`config.mk`:
```
export PLATFORM = sky130hd
export DESIGN_NAME = sync_fifo_ctrl
export DESIGN_NICKNAME = d
export VERILOG_FILES = /design/src/rtl/sync_fifo_pkg.sv /design/src/rtl/sync_fifo_ctrl_ptr.sv /design/src/rtl/sync_fifo_ctrl.sv
export SDC_FILE = /design/constraint.sdc
export NUM_CORES = 1
export LEC_CHECK = 0
export CORE_ASPECT_RATIO = 1.5
export CORE_MARGIN = 3
export CORE_UTILIZATION = 35
export DETAILED_ROUTE_END_ITERATION = 6
export PLACE_DENSITY_LB_ADDON = 0.08
export REMOVE_ABC_BUFFERS = 1
export SLEW_MARGIN = 20
export SYNTH_ARGS = -nofsm -noshare
export SYNTH_HDL_FRONTEND = slang
export SYNTH_SLANG_ARGS = --single-unit
export TNS_END_PERCENT = 1
```
`constraint.sdc`:
```
create_clock -name clk -period 7.7 [get_ports clk]
set_clock_uncertainty 0.15 [all_clocks]
set_input_delay 1.54 -clock clk [delete_from_list [all_inputs] [get_ports clk]]
set_output_delay 1.54 -clock clk [all_outputs]
set_load 0.02 [all_outputs]
```
`src/rtl/sync_fifo_pkg.sv`:
```
// Shared types and helpers for the single-clock FIFO controller.
// - FIFO_AW : address width the pointer type is built from
// - DEPTH   : number of storage entries (2**FIFO_AW)
// - ptr_t   : wrap-bit pointer, FIFO_AW+1 bits
// - ptr_full: full test on a write/read pointer pair
package sync_fifo_pkg;

  localparam int unsigned FIFO_AW = 4;
  localparam int unsigned DEPTH   = 2 ** FIFO_AW;

  typedef logic [FIFO_AW:0] ptr_t;

  // Full when the wrap bits differ but the addresses coincide.
  function automatic logic ptr_full(ptr_t wptr, ptr_t rptr);
    return (wptr[FIFO_AW] != rptr[FIFO_AW]) &&
           (wptr[FIFO_AW-1:0] == rptr[FIFO_AW-1:0]);
  endfunction

endpackage

```
`src/rtl/sync_fifo_ctrl_ptr.sv`:
```
// fifo_ptr: wrap-bit pointer with increment enable.
// Ports:
// - clk   : rising-edge clock
// - rst   : asynchronous reset, active-high (pointer to 0)
// - inc_i : advance pointer by one this cycle
// - ptr_o : current pointer; MSB is the wrap bit, low bits address memory
module fifo_ptr
  import sync_fifo_pkg::*;
(
  input  logic clk,
  input  logic rst,
  input  logic inc_i,
  output ptr_t ptr_o
);

  ptr_t ptr_d, ptr_q;

  // Natural modulo-2**(AW+1) wrap, no special case needed.
  always_comb begin
    ptr_d = ptr_q;
    if (inc_i) ptr_d = ptr_q + ptr_t'(1);
  end

  always_ff @(posedge clk or posedge rst) begin
    if (rst) ptr_q <= '0;
    else     ptr_q <= ptr_d;
  end

  assign ptr_o = ptr_q;

endmodule

```
`src/rtl/sync_fifo_ctrl.sv`:
```
// sync_fifo_ctrl: single-clock FIFO with storage, wrap-bit pointers and status.
// Status flags and level are decoded from the registered pointers, so they
// follow the causing edge by one cycle and return to reset values as soon as
// rst asserts. Read data, read valid and the error flags are registered.
// Configuration macro: SYNC_FIFO_STICKY_ERR_EN
// - defined  : overflow/underflow latch on a rejected request until rst
// - undefined: overflow/underflow are one-cycle pulses
// Ports:
// - clk, rst               : clock, asynchronous active-high reset
// - wr_en, wr_data         : write request and data
// - rd_en                  : read request
// - rd_data, rd_valid      : registered read data, valid one clk after accept
// - full, empty            : DEPTH / zero words stored
// - almost_full/_empty     : level >= AF_TH / level <= AE_TH
// - level                  : stored word count, 0..DEPTH
// - overflow, underflow    : write rejected (full) / read rejected (empty)
module sync_fifo_ctrl
  import sync_fifo_pkg::*;
#(
  parameter int unsigned DW    = 8,
  parameter int unsigned AW    = FIFO_AW,
  parameter int unsigned AF_TH = 12,
  parameter int unsigned AE_TH = 2
) (
  input  logic          clk,
  input  logic          rst,
  input  logic          wr_en,
  input  logic [DW-1:0] wr_data,
  input  logic          rd_en,
  output logic [DW-1:0] rd_data,
  output logic          rd_valid,
  output logic          full,
  output logic          empty,
  output logic          almost_full,
  output logic          almost_empty,
  output logic [AW:0]   level,
  output logic          overflow,
  output logic          underflow
);

  localparam logic [AW:0] AfTh = (AW + 1)'(AF_TH);
  localparam logic [AW:0] AeTh = (AW + 1)'(AE_TH);

  ptr_t wptr, rptr;
  logic wr_ok, rd_ok;

  logic [DW-1:0] mem_q [DEPTH];

  logic [DW-1:0] rd_data_d, rd_data_q;
  logic          rd_valid_d, rd_valid_q;
  logic          overflow_d, overflow_q;
  logic          underflow_d, underflow_q;

  // Status from registered pointers.
  always_comb begin
    empty        = (wptr == rptr);
    full         = ptr_full(wptr, rptr);
    level        = wptr - rptr;
    almost_full  = (level >= AfTh);
    almost_empty = (level <= AeTh);
  end

  // A full FIFO can still pop, an empty one can still push; no bypass either way.
  assign wr_ok = wr_en & ~full;
  assign rd_ok = rd_en & ~empty;

  fifo_ptr u_wptr (
    .clk   (clk),
    .rst   (rst),
    .inc_i (wr_ok),
    .ptr_o (wptr)
  );

  fifo_ptr u_rptr (
    .clk   (clk),
    .rst   (rst),
    .inc_i (rd_ok),
    .ptr_o (rptr)
  );

  // Storage is deliberately not reset.
  always_ff @(posedge clk) begin
    if (wr_ok) mem_q[wptr[AW-1:0]] <= wr_data;
  end

  always_comb begin
    rd_data_d  = rd_data_q;
    rd_valid_d = rd_ok;
    if (rd_ok) rd_data_d = mem_q[rptr[AW-1:0]];
`ifdef SYNC_FIFO_STICKY_ERR_EN
    overflow_d  = overflow_q  | (wr_en & full);
    underflow_d = underflow_q | (rd_en & empty);
`else
    overflow_d  = wr_en & full;
    underflow_d = rd_en & empty;
`endif
  end

  always_ff @(posedge clk or posedge rst) begin
    if (rst) begin
      rd_data_q   <= '0;
      rd_valid_q  <= 1'b0;
      overflow_q  <= 1'b0;
      underflow_q <= 1'b0;
    end else begin
      rd_data_q   <= rd_data_d;
      rd_valid_q  <= rd_valid_d;
      overflow_q  <= overflow_d;
      underflow_q <= underflow_d;
    end
  end

  assign rd_data   = rd_data_q;
  assign rd_valid  = rd_valid_q;
  assign overflow  = overflow_q;
  assign underflow = underflow_q;

endmodule
```
# Yosys cells after proc, flatten, opt, wreduce, memory -nomap -nowiden
# Memory sizes are Yosys's and may differ from the RTL's. A register that Yosys moved wholly into a read port is not among the register bits.
# Cells that the tools add are included.
# totals
register_bits,13
latchBits,0
mem_bits_rw,128
mem_bits_ro,0
inputBits,12
output_inout_bits,20
elab_cells,23
mem_count,1
# memory_table
memory,depth,width,read_ports,rd_clocked_by_memory_dff,wr,line,text
mem_q,16,8,1,1,1,sync_fifo_ctrl.sv:47,logic [DW-1:0] mem_q [DEPTH];
# classes
add_sub_neg,3
multipliers,0
n_div,0
order_cmp,2
eq_ne,3
shift,0
muxes,2
bitwise,6
n_reduce_logical,1
# op_table
op,n
"5-bit by 1-bit adder with 5-bit output, second input constant",2
5-bit == test,1
"5-bit by 4-bit greater-or-equal comparator with 1-bit output, second input constant",1
"5-bit by 2-bit <= comparator with 1-bit output, second input constant",1
5-bit subtractor,1
1-bit AND,4
4-bit == test,1
1-bit 2-to-1 mux,2
1-bit inverter,2
1-bit logical AND,1
1-bit != test,1

# Logic depth before layout (Yosys ltp)
# Gate-level depths: netlist of run 1.
# depth
depth_word,6
ltp_mapped,10
ltp_nobuf,8

# Cells and area by module
# From an unflattened synthesis of run 1, not the netlist that was laid out.
# unflattened
hier_cells,305
hier_area_um2,6009.5
# by_module_without_submodules
mod,n_inst,cells_each,area_each_um2,seq_area_each_um2
sync_fifo_ctrl,1,275,5601.6,4119.0
fifo_ptr,2,15,203.9,125.1

# Worst setup path after synthesis of run 1
# Ideal clock, no wire load.
# synth_path
path_type,register to output
start,reg u_rptr.ptr_q[1] (netlist: u_rptr.ptr_o[1])
end,out almost_full
arrival_time_ps,2248
required_time_ps,6010
path_slack_ps,3762
path_stages_with_launch,10
cell_sequence,dfrtp_1 > buf_6 > buf_6 > buf_4 > inv_1 > ha_1 > nor2b_1 > o21ai_0 > a21boi_0 > o31ai_1
# synth_via
elab_chain_len,2
# synth_rtl
item,line,text
"start, declared",sync_fifo_ctrl_ptr.sv:16,"ptr_t ptr_d, ptr_q;"
"start signal, assigned",sync_fifo_ctrl_ptr.sv:26,else ptr_q <= ptr_d;
5-bit subtractor,sync_fifo_ctrl.sv:58,level = wptr - rptr;
5-bit by 4-bit greater-or-equal comparator with 1-bit output,sync_fifo_ctrl.sv:59,almost_full = (level >= AfTh);
"end, declared",sync_fifo_ctrl.sv:34,"output logic almost_full,"
# Every way passes these cells.

# Worst setup path in the final report of run 1
# layout_path
start,reg u_rptr.ptr_q[0] (netlist: u_rptr.ptr_o[0])
end,out almost_empty
# layout_via
elab_chain_len,2
# layout_rtl
item,line,text
5-bit subtractor,sync_fifo_ctrl.sv:58,
5-bit by 2-bit <= comparator with 1-bit output,sync_fifo_ctrl.sv:60,almost_empty = (level <= AeTh);
"end, declared",sync_fifo_ctrl.sv:35,"output logic almost_empty,"
# Every way passes these cells.

==> metrics.cfg, run 1 <==
[power]
vdd_drop_max_mv = 0.4112
powerDensity_nw_per_um2 = 415.4
leakage_nw = 2.438

[setup_path]
slowest_stage = clkdlybuf4s50_1
max_stage_delay_ns = 0.60
crit_fanout = 10
worstSetupStartpointType = register
cp-end-kind = output pin
arrival_ns = 2.99
crit_chain = ha_1, inv_1, fa_1, a21o_1, a21oi_1, xnor2_1, o2111a_1, clkdlybuf4s50_1
rr_worst_depth = 5
crit_required_ns = 6.01
path_class = register to output pin

[detailed_routing]
route.detailed.drc = 0
routedWlPerCell_microns = 21.94
viasPerCell = 5.043
drtIter0Drc = 187
firstDrtPassIters = 4
ant_nets = 0
vias = 3081
wl_microns = 13410

[logic_synthesis]
ys.flop_type = edfxtp_1
synthTopCellsByArea = edfxtp_1 64%, dfrtp_1 8.7%, mux2i_1 5.3%, mux4_2 5.2%, nor2_1 1.9%
synthCells = 352
ys_top_cells_by_count = 128 x edfxtp_1, 32 x mux2i_1, 31 x nor2_1
synth_seq_cells = 149
yosysWarnings = 0
synth_top_area_cell = edfxtp_1
post-synth-top-count-cell = edfxtp_1
synth_edf_count = 128
ys_seq_area_frac = 0.7236
synth_area_sq_um = 6038
yosys.cell_types.count = 37
postSynthAreaPerCell_sq_um = 17.15
synth.top_cell.area_share = 0.6366
async_flop_share = 0.1409

[die]
start_util = 0.3587
core-area_sq_um = 16840
die_h_microns = 166.9
die_x_microns = 113.2
io_pins = 32
dieArea_sq_um = 18900
fp-row-count = 58

[min_path]
hold_depth = 1
hp-class = register to register

[clocking]
ctsResizeCount = 0
clockRootBuffer = clkbuf_16
cts_buffers = 17
clkLatencyLatePin_ns = 0.42
postCtsSetupRepairBufs = 0
cts_buffer_depth = 2
cts_max_level = 4
clkSinkCount = 149
clk_pin_slew_worst_paths_ns = 0.06
cts_tree = done
cts-hold-fix-buffers = 0

[placed_design]
place.port_buffers = 31
hpwl_microns = 8314
gp_congestion = 0.7891
place_inst = 579

[outcome]
status = complete, no violations

[final_layout]
final_cells = 611
drive_above_1_share = 0.1372
syn_to_final_growth_pct = 17.59
n_antenna_cell = 0
nets = 410

[timing]
period_share = 0.6082
fin_hold_ws_ns = 0.3806
relSlewSlack = 0.2852
slew_viol_final = 0
setup_violations = 0
fmax_mhz = 213.5
hold_violations = 0
setup_tns_ns = 0
rsz0062_at_grt = no
min_period_ns = 4.683
tightest_slew_ns = 1.072

[global_routing]
grt_pass1_wl_microns = 19920
grt.total_usage = 0.1468
first_global_vias = 3182
grt-ovfl-total = 0
grt_antenna_before_repair = 0
grt_max_degree = 51

[run]
maxCapViolations = 0

-- state kept, by name (all words and copies together), names as in the netlist --
register	flops
mem_q	128
rd_data	8
u_rptr.ptr_o	5
u_wptr.ptr_o	5
overflow	1
rd_valid	1
underflow	1
-- layout by cell type, fill, tap and decap left out, types with 2 or more instances in the layout --
cell type,instances
mux4_1,2
inv_8,5
nand3b_1,2
xor2_1,2
a22oi_1,8
nand2b_1,2
a21oi_2,2
inv_1,14
a31oi_1,8
mux4_2,14
nand4_1,5
mux2i_1,32
inv_6,6
o21ai_0,3
dfrtp_1,20
xnor2_1,10
o22ai_1,16
clkbuf_16,17
clkinv_8,2
nor2_1,31
clkdlybuf4s50_1,31
nor3_1,2
buf_4,2
ha_1,9
nor3_2,4
nand2_1,9
nor2b_1,2
edfxtp_1,128
-- through the flow --
| stage | setup WS, ns | power (mW) | area (sq um) | util |
|---|---|---|---|---|
| final | 3.017 | 2.949 | 7101 | 0.4217 |
| after global routing | 2.828 | 3.109 | 7101 | 0.4217 |
| after CTS | 2.993 | 2.998 | 7101 | 0.4217 |
| after detailed placement | 3.452 | 2.184 | 6520 | 0.3873 |
| after global placement | 3.505 | 2.170 | 6520 | 0.3873 |
| after floorplan | 2.484 | 1.764 | 5911 | - |
-- worst max-delay path, delay by kind of cell, from the launching register on --
kind / cells / cell delay (ns)
XOR/XNOR: 1 / 0.19
flip-flops: 1 / 0.54
buffers and inverters: 2 / 0.66
adder cells (fa/ha/maj): 2 / 0.63
AO/OA/AOI/OAI: 3 / 0.58
-- layout make-up --
type / instances / area (sq um)
clock buffers: 17 / 425.4
clock inverters: 15 / 155.1
fillers: 1533 / 9736
inverters: 14 / 52.55
multi-input cells: 173 / 1509
flip-flops and latches: 149 / 4370
well taps: 210 / 262.8
repair buffers: 33 / 325.3
-- path summary, 6_finish.rpt --
path	start	end	slack [ns]
setup reg to reg	u_wptr.ptr_o[2]	mem_q[11][3]	4.55
hold reg to reg	u_rptr.ptr_o[4]	u_rptr.ptr_o[4]	0.38
hold / removal	u_rptr.ptr_o[4]	u_rptr.ptr_o[4]	0.38
max in group asynchronous	rst	u_rptr.ptr_o[1]	5.33
setup / recovery	u_rptr.ptr_o[0]	almost_empty	3.02
min in group asynchronous	rst	rd_data[6]	1.47
-- metal layers --
layer	up-vias	track usage	share of wire
met4	0	0.05596	0.016
met1	1565	0.1821	0.42
met5	-	0	0
met2	67	0.2505	0.53
met3	8	0.03017	0.033
li1	1441	-	-
-- power by group --
group | leakage [nW] | total [mW] | internal (mW) | switching (mW)
clock network | 0.289 | 0.806 | 0.435 | 0.371
registers | 1.40 | 1.08 | 1.00 | 0.0812
logic | 0.745 | 1.06 | 0.452 | 0.610
-- logic make-up (layout without fill, tap and decap cells) --
family | count (synthesis) | in the layout | synth area share
simple gates | 61 | 61 | 0.04662
compound gates | 42 | 42 | 0.04662
fa+ha+maj | 10 | 10 | 0.02196
mux | 48 | 48 | 0.1140
flops | 149 | 149 | 0.7236
xor+xnor | 12 | 12 | 0.01741
buf+inv | 30 | 79 | 0.02984
Power figures use the tool's default switching activity.
==> inputs of run 2 (changes only) <==
==> constraint.sdc (replaced) <==
create_clock -name clk -period 3.89 [get_ports clk]
set_clock_uncertainty 0.15 [all_clocks]
set_input_delay 0.778 -clock clk [delete_from_list [all_inputs] [get_ports clk]]
set_output_delay 0.778 -clock clk [all_outputs]
set_load 0.02 [all_outputs]
==> metrics.cfg, run 2 (synthesis results as in run 1) <==
[final_layout]
syn_to_final_growth_pct = 19.95  ; was 17.59%
drive_above_1_share = 0.1607  ; was 0.1372
most-common-layout-cells = 128 x edfxtp_1, 32 x mux2i_1, 31 x nor2_1  ; was 128 x edfxtp_1, 32 x mux2i_1, 31 x nor2_1, 31 x clkdlybuf4s50_1, 20 x dfrtp_1
final_common_cell = edfxtp_1  ; unchanged
final_cells = 627  ; was 611
stdcell_area_sq_um = 7243  ; was 7101 sq um
nets = 426  ; was 410
n_antenna_cell = 0  ; unchanged
largest_reg_flops = 128  ; unchanged

[power]
vdd_drop_max_mv = 1.073  ; was 0.4112 mV
pwr-share-seq = 0.357  ; was 0.367
intPower_mw = 3.923  ; was 1.887 mW
powerDensity_nw_per_um2 = 823.1  ; was 415.4 nW/um^2
clock_power_share = 0.288  ; was 0.273
pwr-share-comb = 0.354  ; was 0.360
swShare = 0.3420  ; was 0.3601
leakage_nw = 2.543  ; was 2.438 nW
p_switching_mw = 2.039  ; was 1.062 mW

[timing]
setup_violations = 0  ; unchanged
min_period_ns = 3.671
setup_tns_ns = 0  ; unchanged
setup_slack_ns = 0.2185  ; was 3.017 ns
tightest_slew_ns = 0.9451  ; was 1.072 ns
period_share = 0.9438
relSlewSlack = 0.3676  ; was 0.2852
fin_hold_ws_ns = 0.3892  ; was 0.3806 ns
hold_violations = 0  ; unchanged
slew_viol_final = 0  ; unchanged
rsz0062_at_grt = no  ; unchanged
fmax_mhz = 272.4

[die]
core-area_sq_um = 16840  ; unchanged
io_pins = 32  ; unchanged
start_util = 0.3587  ; unchanged
dieArea_sq_um = 18900  ; unchanged
die_x_microns = 113.2  ; unchanged
fp-row-count = 58  ; unchanged
die_h_microns = 166.9  ; unchanged

[global_routing]
first_global_vias = 3300  ; was 3182
grt_antenna_before_repair = 0  ; unchanged
grt-ovfl-total = 0  ; unchanged
grt_pass1_wl_microns = 20260  ; was 19920 microns
grt_max_degree = 51  ; unchanged
grt.total_usage = 0.1481  ; was 0.1468

[clocking]
cts_buffer_depth = 2  ; unchanged
clkLatencyLatePin_ns = 0.42  ; about the same
cts_buffers = 17  ; unchanged
cts_max_level = 4  ; unchanged
cts-hold-fix-buffers = 0  ; unchanged
clockRootBuffer = clkbuf_16  ; unchanged
clk_pin_slew_worst_paths_ns = 0.06  ; about the same
cts_tree = done  ; unchanged
clkSinkCount = 149  ; unchanged

[detailed_routing]
viasPerCell = 5.030  ; was 5.043
ant_nets = 0  ; unchanged
vias = 3154  ; was 3081
route.detailed.drc = 0  ; unchanged
firstDrtPassIters = 4  ; unchanged
routedWlPerCell_microns = 21.47  ; was 21.94 microns
drtIter0Drc = 168  ; was 187
wl_microns = 13460  ; was 13410 microns

[placed_design]
place.port_buffers = 31  ; unchanged
place_inst = 595  ; was 579
pre_cts_ws_ns = 0.4150  ; was 3.452 ns
gp_congestion = 0.7730  ; was 0.7891
hpwl_microns = 8398  ; was 8314 microns
place_area_sq_um = 6620  ; was 6520 sq um

[setup_path]
crit_top_cell = inv_1
cpLargestDelayFamily = buffers and inverters  ; unchanged
crit_chain = inv_1, ha_1, inv_1, fa_1, a21o_1, a21oi_1, xnor2_1, inv_1, clkdlybuf4s50_1  ; was ha_1, inv_1, fa_1, a21o_1, a21oi_1, xnor2_1, o2111a_1, clkdlybuf4s50_1
cp_num_buf_inv = 4  ; was 2
slowest_stage = clkdlybuf4s50_1  ; unchanged
crit_fanout = 4  ; was 10
path_class = register to output pin  ; unchanged
worstSetupStartpointType = register  ; unchanged
crit_required_ns = 2.96  ; was 6.01 ns
arrival_ns = 2.74  ; was 2.99 ns
cp-end-kind = output pin  ; unchanged
max_stage_delay_ns = 0.59  ; was 0.60 ns

[min_path]
hp-class = register to register  ; unchanged

[run]
maxCapViolations = 0  ; unchanged

[outcome]
status = complete, no violations  ; unchanged

run 2: area by class of cell:
type                       instances  area [sq um]
timing repair buffer              49         446.7
clock buffer                      18         429.2
fill                            1538          9593
multi-input combinational        173          1489
tap                              210         262.8
clock inverter                    14         191.4
inverter                          14         52.55
sequential                       149          4372
run 2: power by group through the flow:
stage	sequential, mW	clock, mW	combinational (mW)
after floorplan	2.30	0	1.19
after global placement	2.15	0	2.17
after detailed placement	2.17	0	2.17
after CTS	2.13	1.76	2.17
after global routing	2.16	1.83	2.30
final	2.13	1.72	2.11
run 2: what timing repair did:
action | in CTS | in global routing
gates resized for setup | 2 | 1
endpoints found under the setup margin | 1 | 1
buffers inserted | 0 | 0
cloned | 0 | 0
run 2: metal layers:
metal  vias up  routed length, microns  global-route usage  share of wire
met5         -                       0                   0              0
met4         0                     436             0.06799          0.032
met3        16                     424             0.02908          0.031
met2        64                    7029              0.2557           0.52
met1      1603                    5574              0.1767           0.41
li1       1471                       -                   -              -
run 2: worst paths after layout:
kind	startpoint	endpoint	slack (ns)	cells past startpoint
max	u_wptr.ptr_o[0]	level[4]	0.22	9
max reg2reg	u_wptr.ptr_o[2]	mem_q[15][5]	1.20	5
min	u_rptr.ptr_o[4]	u_rptr.ptr_o[4]	0.39	1
min reg2reg	u_rptr.ptr_o[4]	u_rptr.ptr_o[4]	0.39	1
max in group asynchronous	rst	u_rptr.ptr_o[0]	2.25	2
min in group asynchronous	rst	rd_valid	0.72	2
run 2: through the flow:
| step | utilization | total power [mW] |
|---|---|---|
| 2_1_floorplan | - | 3.492 |
| 3_3_place_gp | 0.3932 | 4.320 |
| 3_5_place_dp | 0.3932 | 4.335 |
| 4_1_cts | 0.4301 | 6.055 |
| 5_1_grt | 0.4302 | 6.281 |
| 6_report | 0.4302 | 5.962 |
run 2: worst register-to-register path, stage by stage, from the launching register on:
cell     delay [ns]
dfrtp_1        0.56
ha_1           0.36
and4_1         0.27
a21oi_2        0.36
nand4_1        0.23
inv_1          0.40
==> inputs of run 3 (changes only) <==
--- a/config.mk
+++ b/config.mk
@@ -9,10 +9,10 @@
 export CORE_MARGIN = 3
 export CORE_UTILIZATION = 35
 export DETAILED_ROUTE_END_ITERATION = 6
-export PLACE_DENSITY_LB_ADDON = 0.08
 export REMOVE_ABC_BUFFERS = 1
 export SLEW_MARGIN = 20
 export SYNTH_ARGS = -nofsm -noshare
 export SYNTH_HDL_FRONTEND = slang
+export SYNTH_HIERARCHICAL = 1
 export SYNTH_SLANG_ARGS = --single-unit
 export TNS_END_PERCENT = 1
==> metrics.cfg, run 3 <==
[logic_synthesis]
postSynthAreaPerCell_sq_um = 19.70  ; was 17.15 sq um
ys.flop_type = edfxtp_1  ; unchanged
synth_top_area_cell = edfxtp_1  ; unchanged
yosys.cell_types.count = 31  ; was 37
async_flop_share = 0.1409  ; unchanged
synthCells = 305  ; was 352
ys_top_cells_by_count = 128 x edfxtp_1, 21 x dfrtp_1, 19 x mux4_1  ; was 128 x edfxtp_1, 32 x mux2i_1, 31 x nor2_1
synth_area_sq_um = 6010  ; was 6038 sq um
synth_seq_cells = 149  ; unchanged
yosysWarnings = 6  ; was 0
synthTopCellsByArea = edfxtp_1 64%, dfrtp_1 8.7%, mux4_1 8.3%, mux4_2 4.9%, mux2_2 1.9%  ; was edfxtp_1 64%, dfrtp_1 8.7%, mux2i_1 5.3%, mux4_2 5.2%, nor2_1 1.9%
ys_seq_area_frac = 0.7270  ; was 0.7236
synth_edf_count = 128  ; unchanged
post-synth-top-count-cell = edfxtp_1  ; unchanged
synth.top_cell.area_share = 0.6396  ; was 0.6366

[die]
dieArea_sq_um = 18810  ; was 18900 sq um
die_h_microns = 166.5  ; was 166.9 microns
io_pins = 32  ; unchanged
fp-row-count = 58  ; unchanged
core-area_sq_um = 16840  ; unchanged
start_util = 0.3569  ; was 0.3587
die_x_microns = 113.0  ; was 113.2 microns

[detailed_routing]
route.detailed.drc = 0  ; unchanged
drtIter0Drc = 244  ; was 168
vias = 3064  ; was 3154
wl_microns = 12560  ; was 13460 microns
ant_nets = 0  ; unchanged
firstDrtPassIters = 4  ; unchanged
viasPerCell = 5.229  ; was 5.030
routedWlPerCell_microns = 21.42  ; was 21.47 microns

[global_routing]
grt_antenna_before_repair = 0  ; unchanged
grt-ovfl-total = 0  ; unchanged
grt.total_usage = 0.1402  ; was 0.1481
grt_max_degree = 36  ; was 51
grt_pass1_wl_microns = 19160  ; was 20260 microns
first_global_vias = 3189  ; was 3300

[timing]
min_period_ns = 3.698  ; was 3.671 ns
rsz0062_at_grt = no  ; unchanged
period_share = 0.9508  ; was 0.9438
slew_viol_final = 0  ; unchanged
hold_violations = 0  ; unchanged
setup_tns_ns = 0  ; unchanged
fin_hold_ws_ns = 0.3747  ; was 0.3892 ns
relSlewSlack = 0.5683  ; was 0.3676
fmax_mhz = 270.4  ; was 272.4 MHz
tightest_slew_ns = 0.6475  ; was 0.9451 ns
setup_violations = 0  ; unchanged

[power]
vdd_drop_max_mv = 0.8888  ; was 1.073 mV
leakage_nw = 2.467  ; was 2.543 nW
finalPower_mw = 5.772  ; was 5.962 mW
powerDensity_nw_per_um2 = 804.9  ; was 823.1 nW/um^2

[outcome]
status = complete, no violations  ; unchanged

[setup_path]
arrival_ns = 2.77  ; was 2.74 ns
crit_fanout = 6  ; was 4
crit_chain = inv_1, ha_1, fa_1, inv_1, a21o_1, a21oi_1, xnor2_1, a21o_1, clkdlybuf4s50_1  ; was inv_1, ha_1, inv_1, fa_1, a21o_1, a21oi_1, xnor2_1, inv_1, clkdlybuf4s50_1
max_stage_delay_ns = 0.59  ; about the same
reg2reg_from = u_wptr/ptr_o[2]  ; was u_wptr.ptr_o[2]
cp-end-kind = output pin  ; unchanged
path_class = register to output pin  ; unchanged
cp-startpoint = u_wptr/ptr_o[0]  ; was u_wptr.ptr_o[0]
crit_required_ns = 2.96  ; about the same
worstSetupStartpointType = register  ; unchanged
slowest_stage = clkdlybuf4s50_1  ; unchanged

[clocking]
cts_buffers = 17  ; unchanged
cts_buffer_depth = 2  ; unchanged
clkLatencyLatePin_ns = 0.41  ; was 0.42 ns
postCtsSetupRepairBufs = 0  ; unchanged
clkSinkCount = 149  ; unchanged
cts-hold-fix-buffers = 0  ; unchanged
cts_tree = done  ; unchanged
cts_max_level = 4  ; unchanged
clockRootBuffer = clkbuf_16  ; unchanged
clk_pin_slew_worst_paths_ns = 0.06  ; about the same

[final_layout]
multi_input_area_sq_um = 1491  ; was 1489 sq um
most-common-layout-cells = 128 x edfxtp_1, 30 x clkdlybuf4s50_1, 20 x buf_4  ; was 128 x edfxtp_1, 32 x mux2i_1, 31 x nor2_1
n_antenna_cell = 0  ; unchanged
final_cells = 586  ; was 627
drive_above_1_share = 0.2021  ; was 0.1607
seq_area_sq_um = 4372  ; unchanged
syn_to_final_growth_pct = 19.32  ; was 19.95%
final_common_cell = edfxtp_1  ; unchanged
largest_reg_flops = 128  ; unchanged
fillers = 1475  ; was 1538
nets = 383  ; was 426

[placed_design]
hpwl_microns = 8101  ; was 8398 microns
place.port_buffers = 31  ; unchanged
gp_congestion = 0.8187  ; was 0.7730
place_inst = 555  ; was 595

[run]
maxCapViolations = 0  ; unchanged

[min_path]
worstHoldStart = u_wptr/ptr_o[0]  ; was u_rptr.ptr_o[4]
hp-class = register to register  ; unchanged

## run 3: path summary, 6_finish.rpt
check,end,slack (ns),depth (start not counted)
worst max-delay path,almost_full,0.19,9
worst min-delay path,u_wptr/ptr_o[0],0.37,1
worst max register to register,mem_q[2][2],1.02,7
worst min register to register,u_wptr/ptr_o[0],0.37,1
max in group asynchronous,rd_data[6],2.72,2
min in group asynchronous,u_wptr/ptr_o[4],0.48,2
## run 3: repair_timing
action | CTS | global route
gates resized for setup | 1 | 3
gates cloned | 0 | 0
endpoints found under the setup margin | 1 | 2
hold endpoints to repair | 0 | 0
## run 3: layout make-up
class                           instances  area share
Sequential cell                       149      0.6097
Multi-Input combinational cell        132      0.2080
Tap cell                              210     0.03664
Clock buffer                           19     0.06037
Clock inverter                         12     0.01501
Timing Repair Buffer                   51     0.06351
Inverter                               13    0.006805
## run 3: logic make-up (layout without fill, tap and decap cells)
kind of cell	count (synthesis)	after routing	share of synthesized area
AO/OA/AOI/OAI	31	31	0.03165
buffers and inverters	24	95	0.02478
AND/OR/NAND/NOR	39	39	0.03123
flip-flops	149	149	0.7270
adder cells (fa/ha/maj)	7	7	0.01582
multiplexers	42	42	0.1505
XOR/XNOR	13	13	0.01895
## run 3: report_power, final
group | leakage [nW] | total [mW] | internal [mW] | switching [mW]
Sequential | 1.40 | 2.12 | 1.98 | 0.137
Combinational | 0.818 | 2.16 | 0.997 | 1.17
Clock | 0.249 | 1.49 | 0.873 | 0.613
## run 3: critical path, delay by kind of cell, from the launching register on
kind,cells,cell delay (ns)
xor gates and xnor gates,1,0.23
DFF,1,0.41
buffers and inverters,3,0.77
AOI/OAI and AO/OA,3,0.30
adders and majority gates,2,0.65
## run 3: per-layer routing
| layer | wire length, microns | track usage | up-vias |
|---|---|---|---|
| li1 | - | - | 1360 |
| met1 | 4881 | 0.1608 | 1585 |
| met2 | 6777 | 0.2456 | 95 |
| met3 | 461 | 0.02726 | 24 |
| met4 | 434 | 0.07218 | 0 |
| met5 | 0 | 0 | - |
## run 3: through the flow
step                      setup WS (ns)  area, sq um    util
final                            0.1915         7171  0.4259
after global routing            0.06604         7171  0.4259
after CTS                        0.1132         7173  0.4261
after detailed placement         0.2308         6634  0.3940
after global placement           0.4085         6634  0.3940
after floorplan                 -0.5106         5909       -
